**src/rtl/iics.sv**
```systemverilog
// I2C register-slave front end: write path always present; read path enabled by IICS_READ_EN.
// SCL/SDA are resynchronised to clk; all bus events are decoded from the synchronised lines.
module iics #(
    parameter logic [7:0] CHIP_ADDR = 8'hD0
) (
    input  logic       clk,
    input  logic       rstn,
    input  logic       scl_i,
    input  logic       sda_i,
    output logic       sda_o,
    output logic       sda_is_out,
    output logic [7:0] wr_addr,
    output logic [7:0] wr_data,
    output logic       wr_en,
    input  logic [7:0] rd_data,
    output logic       rd_en,
    output logic       busy
);

    localparam int unsigned DW = 8;
    localparam int unsigned CW = 3;
    localparam logic [CW-1:0] LAST_BIT = CW'(DW - 1);

    typedef enum logic [3:0] {
        IDLE, ADDR, ACK_A, REG, ACK_R, DATA, ACK_D, RD_BYTE, RD_ACK, IGNORE
    } state_t;

    // Two-flop synchronisers plus one delay stage per line for edge detection
    logic scl_s1, scl_s2, scl_d;
    logic sda_s1, sda_s2, sda_d;

    always_ff @(posedge clk or negedge rstn) begin
        if (!rstn) begin
            scl_s1 <= 1'b1;
            scl_s2 <= 1'b1;
            scl_d  <= 1'b1;
            sda_s1 <= 1'b1;
            sda_s2 <= 1'b1;
            sda_d  <= 1'b1;
        end else begin
            scl_s1 <= scl_i;
            scl_s2 <= scl_s1;
            scl_d  <= scl_s2;
            sda_s1 <= sda_i;
            sda_s2 <= sda_s1;
            sda_d  <= sda_s2;
        end
    end

    logic scl_rise, scl_fall, start_c, stop_c;
    assign scl_rise = scl_s2 & ~scl_d;
    assign scl_fall = ~scl_s2 & scl_d;
    assign start_c  = scl_s2 & scl_d & ~sda_s2 & sda_d;
    assign stop_c   = scl_s2 & scl_d & sda_s2 & ~sda_d;

    state_t          state, state_n;
    logic [CW-1:0]   bit_cnt, bit_cnt_n;
    logic [DW-2:0]   shift, shift_n;
    logic [DW-1:0]   ptr, ptr_n;
    logic            sda_o_n, oe_n, wr_en_n, busy_n;
    logic [DW-1:0]   wr_addr_n, wr_data_n;

    logic [DW-1:0]   rx_byte;
    logic            byte_done, addr_hit;
    assign rx_byte   = {shift, sda_s2};
    assign byte_done = scl_rise && (bit_cnt == LAST_BIT);

`ifdef IICS_READ_EN
    logic            rw, rw_n, rd_en_n;
    logic [DW-1:0]   tx, tx_n;
    assign addr_hit = (rx_byte[DW-1:1] == CHIP_ADDR[DW-1:1]);
`else
    // Reads are not supported: a read request looks like a foreign address
    logic unused_rd;
    assign unused_rd = ^rd_data;
    assign addr_hit  = (rx_byte[DW-1:1] == CHIP_ADDR[DW-1:1]) && !rx_byte[0];
    assign rd_en     = 1'b0;
`endif

    always_ff @(posedge clk or negedge rstn) begin
        if (!rstn) begin
            state      <= IDLE;
            bit_cnt    <= '0;
            shift      <= '0;
            ptr        <= '0;
            sda_o      <= 1'b1;
            sda_is_out <= 1'b0;
            wr_en      <= 1'b0;
            wr_addr    <= '0;
            wr_data    <= '0;
            busy       <= 1'b0;
`ifdef IICS_READ_EN
            rw         <= 1'b0;
            rd_en      <= 1'b0;
            tx         <= '0;
`endif
        end else begin
            state      <= state_n;
            bit_cnt    <= bit_cnt_n;
            shift      <= shift_n;
            ptr        <= ptr_n;
            sda_o      <= sda_o_n;
            sda_is_out <= oe_n;
            wr_en      <= wr_en_n;
            wr_addr    <= wr_addr_n;
            wr_data    <= wr_data_n;
            busy       <= busy_n;
`ifdef IICS_READ_EN
            rw         <= rw_n;
            rd_en      <= rd_en_n;
            tx         <= tx_n;
`endif
        end
    end

    always_comb begin
        state_n   = state;
        bit_cnt_n = bit_cnt;
        shift_n   = shift;
        ptr_n     = ptr;
        sda_o_n   = sda_o;
        oe_n      = sda_is_out;
        wr_en_n   = 1'b0;
        wr_addr_n = wr_addr;
        wr_data_n = wr_data;
`ifdef IICS_READ_EN
        rd_en_n   = 1'b0;
        rw_n      = rw;
        tx_n      = rd_en ? rd_data : tx;
`endif
        if (scl_rise) begin
            shift_n   = rx_byte[DW-2:0];
            bit_cnt_n = bit_cnt + CW'(1);
        end

        if (stop_c) begin
            state_n = IDLE;
            sda_o_n = 1'b1;
            oe_n    = 1'b0;
        end else if (start_c) begin
            state_n   = ADDR;
            bit_cnt_n = '0;
            sda_o_n   = 1'b1;
            oe_n      = 1'b0;
        end else begin
            case (state)
                IDLE, IGNORE: begin
                    sda_o_n = 1'b1;
                    oe_n    = 1'b0;
                end
                ADDR: begin
                    if (byte_done) begin
                        if (addr_hit) begin
                            state_n = ACK_A;
`ifdef IICS_READ_EN
                            rw_n    = rx_byte[0];
                            rd_en_n = rx_byte[0];
`endif
                        end else begin
                            state_n = IGNORE;
                        end
                    end
                end
                REG: begin
                    if (byte_done) begin
                        ptr_n   = rx_byte;
                        state_n = ACK_R;
                    end
                end
                DATA: begin
                    if (byte_done) begin
                        wr_en_n   = 1'b1;
                        wr_addr_n = ptr;
                        wr_data_n = rx_byte;
                        ptr_n     = ptr + DW'(1);
                        state_n   = ACK_D;
                    end
                end
                // First SCL fall starts the ACK low, the next one ends it
                ACK_A, ACK_R, ACK_D: begin
                    if (scl_fall) begin
                        if (!sda_is_out) begin
                            oe_n    = 1'b1;
                            sda_o_n = 1'b0;
                        end else begin
                            oe_n      = 1'b0;
                            sda_o_n   = 1'b1;
                            bit_cnt_n = '0;
                            state_n   = (state == ACK_A) ? REG : DATA;
`ifdef IICS_READ_EN
                            if (state == ACK_A && rw) begin
                                state_n = RD_BYTE;
                                oe_n    = 1'b1;
                                sda_o_n = tx[DW-1];
                            end
`endif
                        end
                    end
                end
`ifdef IICS_READ_EN
                RD_BYTE: begin
                    if (scl_rise && bit_cnt == LAST_BIT) begin
                        state_n = RD_ACK;
                    end else if (scl_fall) begin
                        if (!sda_is_out) begin
                            oe_n    = 1'b1;
                            sda_o_n = tx[DW-1];
                        end else begin
                            tx_n    = {tx[DW-2:0], 1'b0};
                            sda_o_n = tx[DW-2];
                        end
                    end
                end
                RD_ACK: begin
                    if (scl_fall && sda_is_out) begin
                        oe_n    = 1'b0;
                        sda_o_n = 1'b1;
                    end else if (scl_rise) begin
                        bit_cnt_n = '0;
                        if (!sda_s2) begin
                            ptr_n   = ptr + DW'(1);
                            rd_en_n = 1'b1;
                            state_n = RD_BYTE;
                        end else begin
                            state_n = IGNORE;
                        end
                    end
                end
`endif
                default: ;
            endcase
        end
        busy_n = (state_n != IDLE);
    end

endmodule

```
**config.mk**
```make
export PLATFORM = sky130hd
export DESIGN_NAME = iics
export DESIGN_NICKNAME = d
export VERILOG_FILES = /design/src/rtl/iics.sv
export SDC_FILE = /design/constraint.sdc
export NUM_CORES = 1
export LEC_CHECK = 0
export CORE_MARGIN = 4
export CORE_UTILIZATION = 55
export DETAILED_ROUTE_END_ITERATION = 8
export DONT_BUFFER_PORTS = 1
export PLACE_DENSITY = 0.7
export SLEW_MARGIN = 40
export SYNTH_ARGS = -nofsm -noshare
export SYNTH_HDL_FRONTEND = slang
export SYNTH_SLANG_ARGS = --single-unit
```
**constraint.sdc**
```tcl
create_clock -name clk -period 2.2 [get_ports clk]
set_clock_uncertainty 0.2 [all_clocks]
set_input_delay 0.11 -clock clk [delete_from_list [all_inputs] [get_ports clk]]
set_output_delay 0.11 -clock clk [all_outputs]
set_load 0.03 [all_outputs]
```
==> results.yml <==
final_layout:
  design.final.nets: 205
  area_growth_pct: 6.23
  final_core_utilization_pct: 62.9
  antenna-diode-count: 0
  drive_gt1_share_pct: 24.6
  postLayoutCellArea_sq_um: 2390
  nFillCells: 291
  final-instance-count-excl-fill: 239
synthesis:
  synth_top_cell_area_share_pct: 45.6
  synthesis.area_per_instance_sq_um: 12.1
  number_of_warnings_printed_during_yosys_synthesis: 0
  yosysMostFrequentCell: "sky130_fd_sc_hd__dfrtp_1"
  synth.cells.most_frequent: "sky130_fd_sc_hd__dfrtp_1 (41), sky130_fd_sc_hd__a21oi_1 (16), sky130_fd_sc_hd__nor2_1 (15)"
  syn_area_sq_um: 2250
  synth_edf_count: 0
  yosys.area.top_type: "sky130_fd_sc_hd__dfrtp_1"
  synth_sequential_area_ratio_pct: 53.8
  yosysUniqueCellTypes: 45
  synth_area_leaders: "sky130_fd_sc_hd__dfrtp_1 (46%), sky130_fd_sc_hd__dfstp_2 (8.2%), sky130_fd_sc_hd__mux2_2 (7.0%)"
  ys.flop_type: "sky130_fd_sc_hd__dfrtp_1"
  syn-num-nets: 201
  synth_async_sr_flop_share_pct: 100
  synth_cells: 186
  synth-seq-cells: 48
grt:
  first_global_vias: 1319
  global_route.usage.total_pct: 16.2
  grt_max_degree: 49
  grt_overflow: 0
  antenna_found_initial: 0
  grt_pass1_wl_mm: 6.45
floorplan:
  fp.dieArea_sq_um: 5170
  initial_utilization_pct: 59.2
  fp.dieW_um: 71.9
  core_region_area_sq_um: 3800
  num_rows: 22
  die_height_um: 71.9
  top_level_ports: 33
timing:
  timing.hold.ws_ns: 0.132
  hold_viol_final: 0
  fmaxAchievable_mhz: 511
  fin_tns_setup_ns: 0
  worst_slew_pin_slew_ns: 0.517
  shortest_period_the_worst_path_allows_ns: 1.96
  finalSetupViolCount: 0
  rsz0062_at_grt: "no"
  finalMaxSlewViolations: 0
  max_slew_margin_pct: 65.5
  finalCritPeriodShare_pct: 88.9
route:
  dr.pass1.iters: 4
  route.detailed.wl_per_inst_um: 16.2
  detail_route.drc_violations: 0
  drt_first_iter_violations: 98
  post_drt_via_cell_ratio: 5.86
  drtAntennaViolNets: 0
  vias: 1400
  detail_route.wirelength_mm: 3.88
place:
  dp_hpwl_mm: 2.56
  number_of_port_buffers: 0
  finalWeightedCongestion: 0.945
  place.detailed.instances: 227
  placed_area_sq_um: 2240
critical_path:
  arrival_ns: 1.94
  r2r_cells: 5
  cp.required_ns: 2.18
  timing.critical_path.to_type: "register"
  worst_setup_path_start_kind: "register"
  path_class: "register to register"
  timing.critical_path.fanout_max: 17
  reg_to_reg_setup_timing_slack_ns: 0.24
  regToRegStartpoint: "bit_cnt[0]"
  r2r_end: "wr_addr[1]"
clock_network:
  tritoncts_num_sinks: 48
  ctsRootBufferMaster: "sky130_fd_sc_hd__clkbuf_8"
  clock_tree.buffer_depth: 2
  cts_resized: 0
  numCtsBuffers: 5
  latest_clock_arrival_within_the_worst_skew_pair_ns: 0.30
  h_tree_depth_reported_by_cts: 2
  worst_setup_hold_path_clk_slew_ns: 0.09
  tritoncts: "built"
run:
  max-cap-violations: 0
power_and_ir_drop:
  pwr_density_cell_nw_per_um2: 959
  ir_worst_vdd_mv: 0.512
  p_leak_nw: 1.06
outcome:
  outcome: "finished clean"
hold_path:
  hold_path.class: "input pin to asynchronous set/reset pin"
-- worst max path at each step --
stage               start          to  slack (ns)  depth (start not counted)
3_3_place_gp   bit_cnt[0]  wr_addr[0]        0.28                          5
6_report       bit_cnt[0]  wr_addr[1]        0.24                          5
4_1_cts        bit_cnt[0]  wr_addr[2]        0.23                          5
2_1_floorplan  bit_cnt[0]  wr_addr[6]        0.26                          7
5_1_grt        bit_cnt[0]  wr_addr[4]        0.14                          5
3_5_place_dp   bit_cnt[0]  wr_addr[2]        0.24                          5
-- metal layers --
metal  global-route usage (%)  share of wire (%)
met1                     22.9                 48
met3                     5.12                6.1
met5                        0                  0
met2                     23.5                 45
met4                     5.85                1.3
-- sequential cells by signal, summed over array words and instances (netlist names), 3 cells and up --
signal and cells:
wr_addr 8, state 4, shift 7, ptr 8, bit_cnt 3, wr_data 8
-- placed cells by master (no fill, tap or decap), types with 6 or more instances in the layout --
cell type / n
sky130_fd_sc_hd__nor2_1: 15
sky130_fd_sc_hd__nand2_1: 6
sky130_fd_sc_hd__o21ai_0: 6
sky130_fd_sc_hd__dfrtp_1: 41
sky130_fd_sc_hd__a21oi_1: 16
sky130_fd_sc_hd__mux2_4: 9
sky130_fd_sc_hd__clkbuf_8: 6
sky130_fd_sc_hd__nand3_1: 6
sky130_fd_sc_hd__dfstp_2: 7
sky130_fd_sc_hd__mux2_2: 14
-- timing repair --
action                    in CTS  in global routing
hold endpoints to repair      50                  0
hold buffers                   4                  0
setup buffers                  0                  0
-- layout make-up --
cell class                      count  area (sq um)  share of cell area [%]
Clock buffer                        7          86.3                    3.61
Clock inverter                      1          7.51                   0.314
Inverter                            4          15.0                   0.629
Multi-Input combinational cell    123           922                    38.6
Sequential cell                    48          1210                    50.7
Tap cell                           48          60.1                    2.51
Timing Repair Buffer                8          87.6                    3.67
-- kinds of logic after synthesis --
group	Yosys count	synth area share (%)
and+or+nand+nor	52	13.5
other	1	0.167
DFF	48	53.8
xor gates and xnor gates	3	1.17
AOI/OAI and AO/OA	37	9.74
buffers and inverters	15	5.17
adders and majority gates	4	2.11
muxes	26	14.4
-- report_power, final --
part	leakage [nW]	switching (mW)	internal (mW)
clock	0.0445	0.284	0.256
combinational	0.396	0.228	0.248
sequential	0.620	0.223	1.05
total	1.06	0.735	1.55
-- critical path: stages, from the launching register on --
cell and delay (ns):
sky130_fd_sc_hd__dfrtp_1 0.37, sky130_fd_sc_hd__ha_1 0.15, sky130_fd_sc_hd__ha_1 0.18, sky130_fd_sc_hd__and3b_1 0.22, sky130_fd_sc_hd__and2_4 0.34, sky130_fd_sc_hd__mux2_2 0.37
-- through the flow --
| step | power, mW | setup WS [ns] |
|---|---|---|
| 2_1_floorplan | 1.64 | 0.259 |
| 3_3_place_gp | 1.71 | 0.283 |
| 3_5_place_dp | 1.73 | 0.237 |
| 4_1_cts | 2.31 | 0.229 |
| 5_1_grt | 2.44 | 0.141 |
| 6_report | 2.29 | 0.245 |
Power figures use the tool's default switching activity.
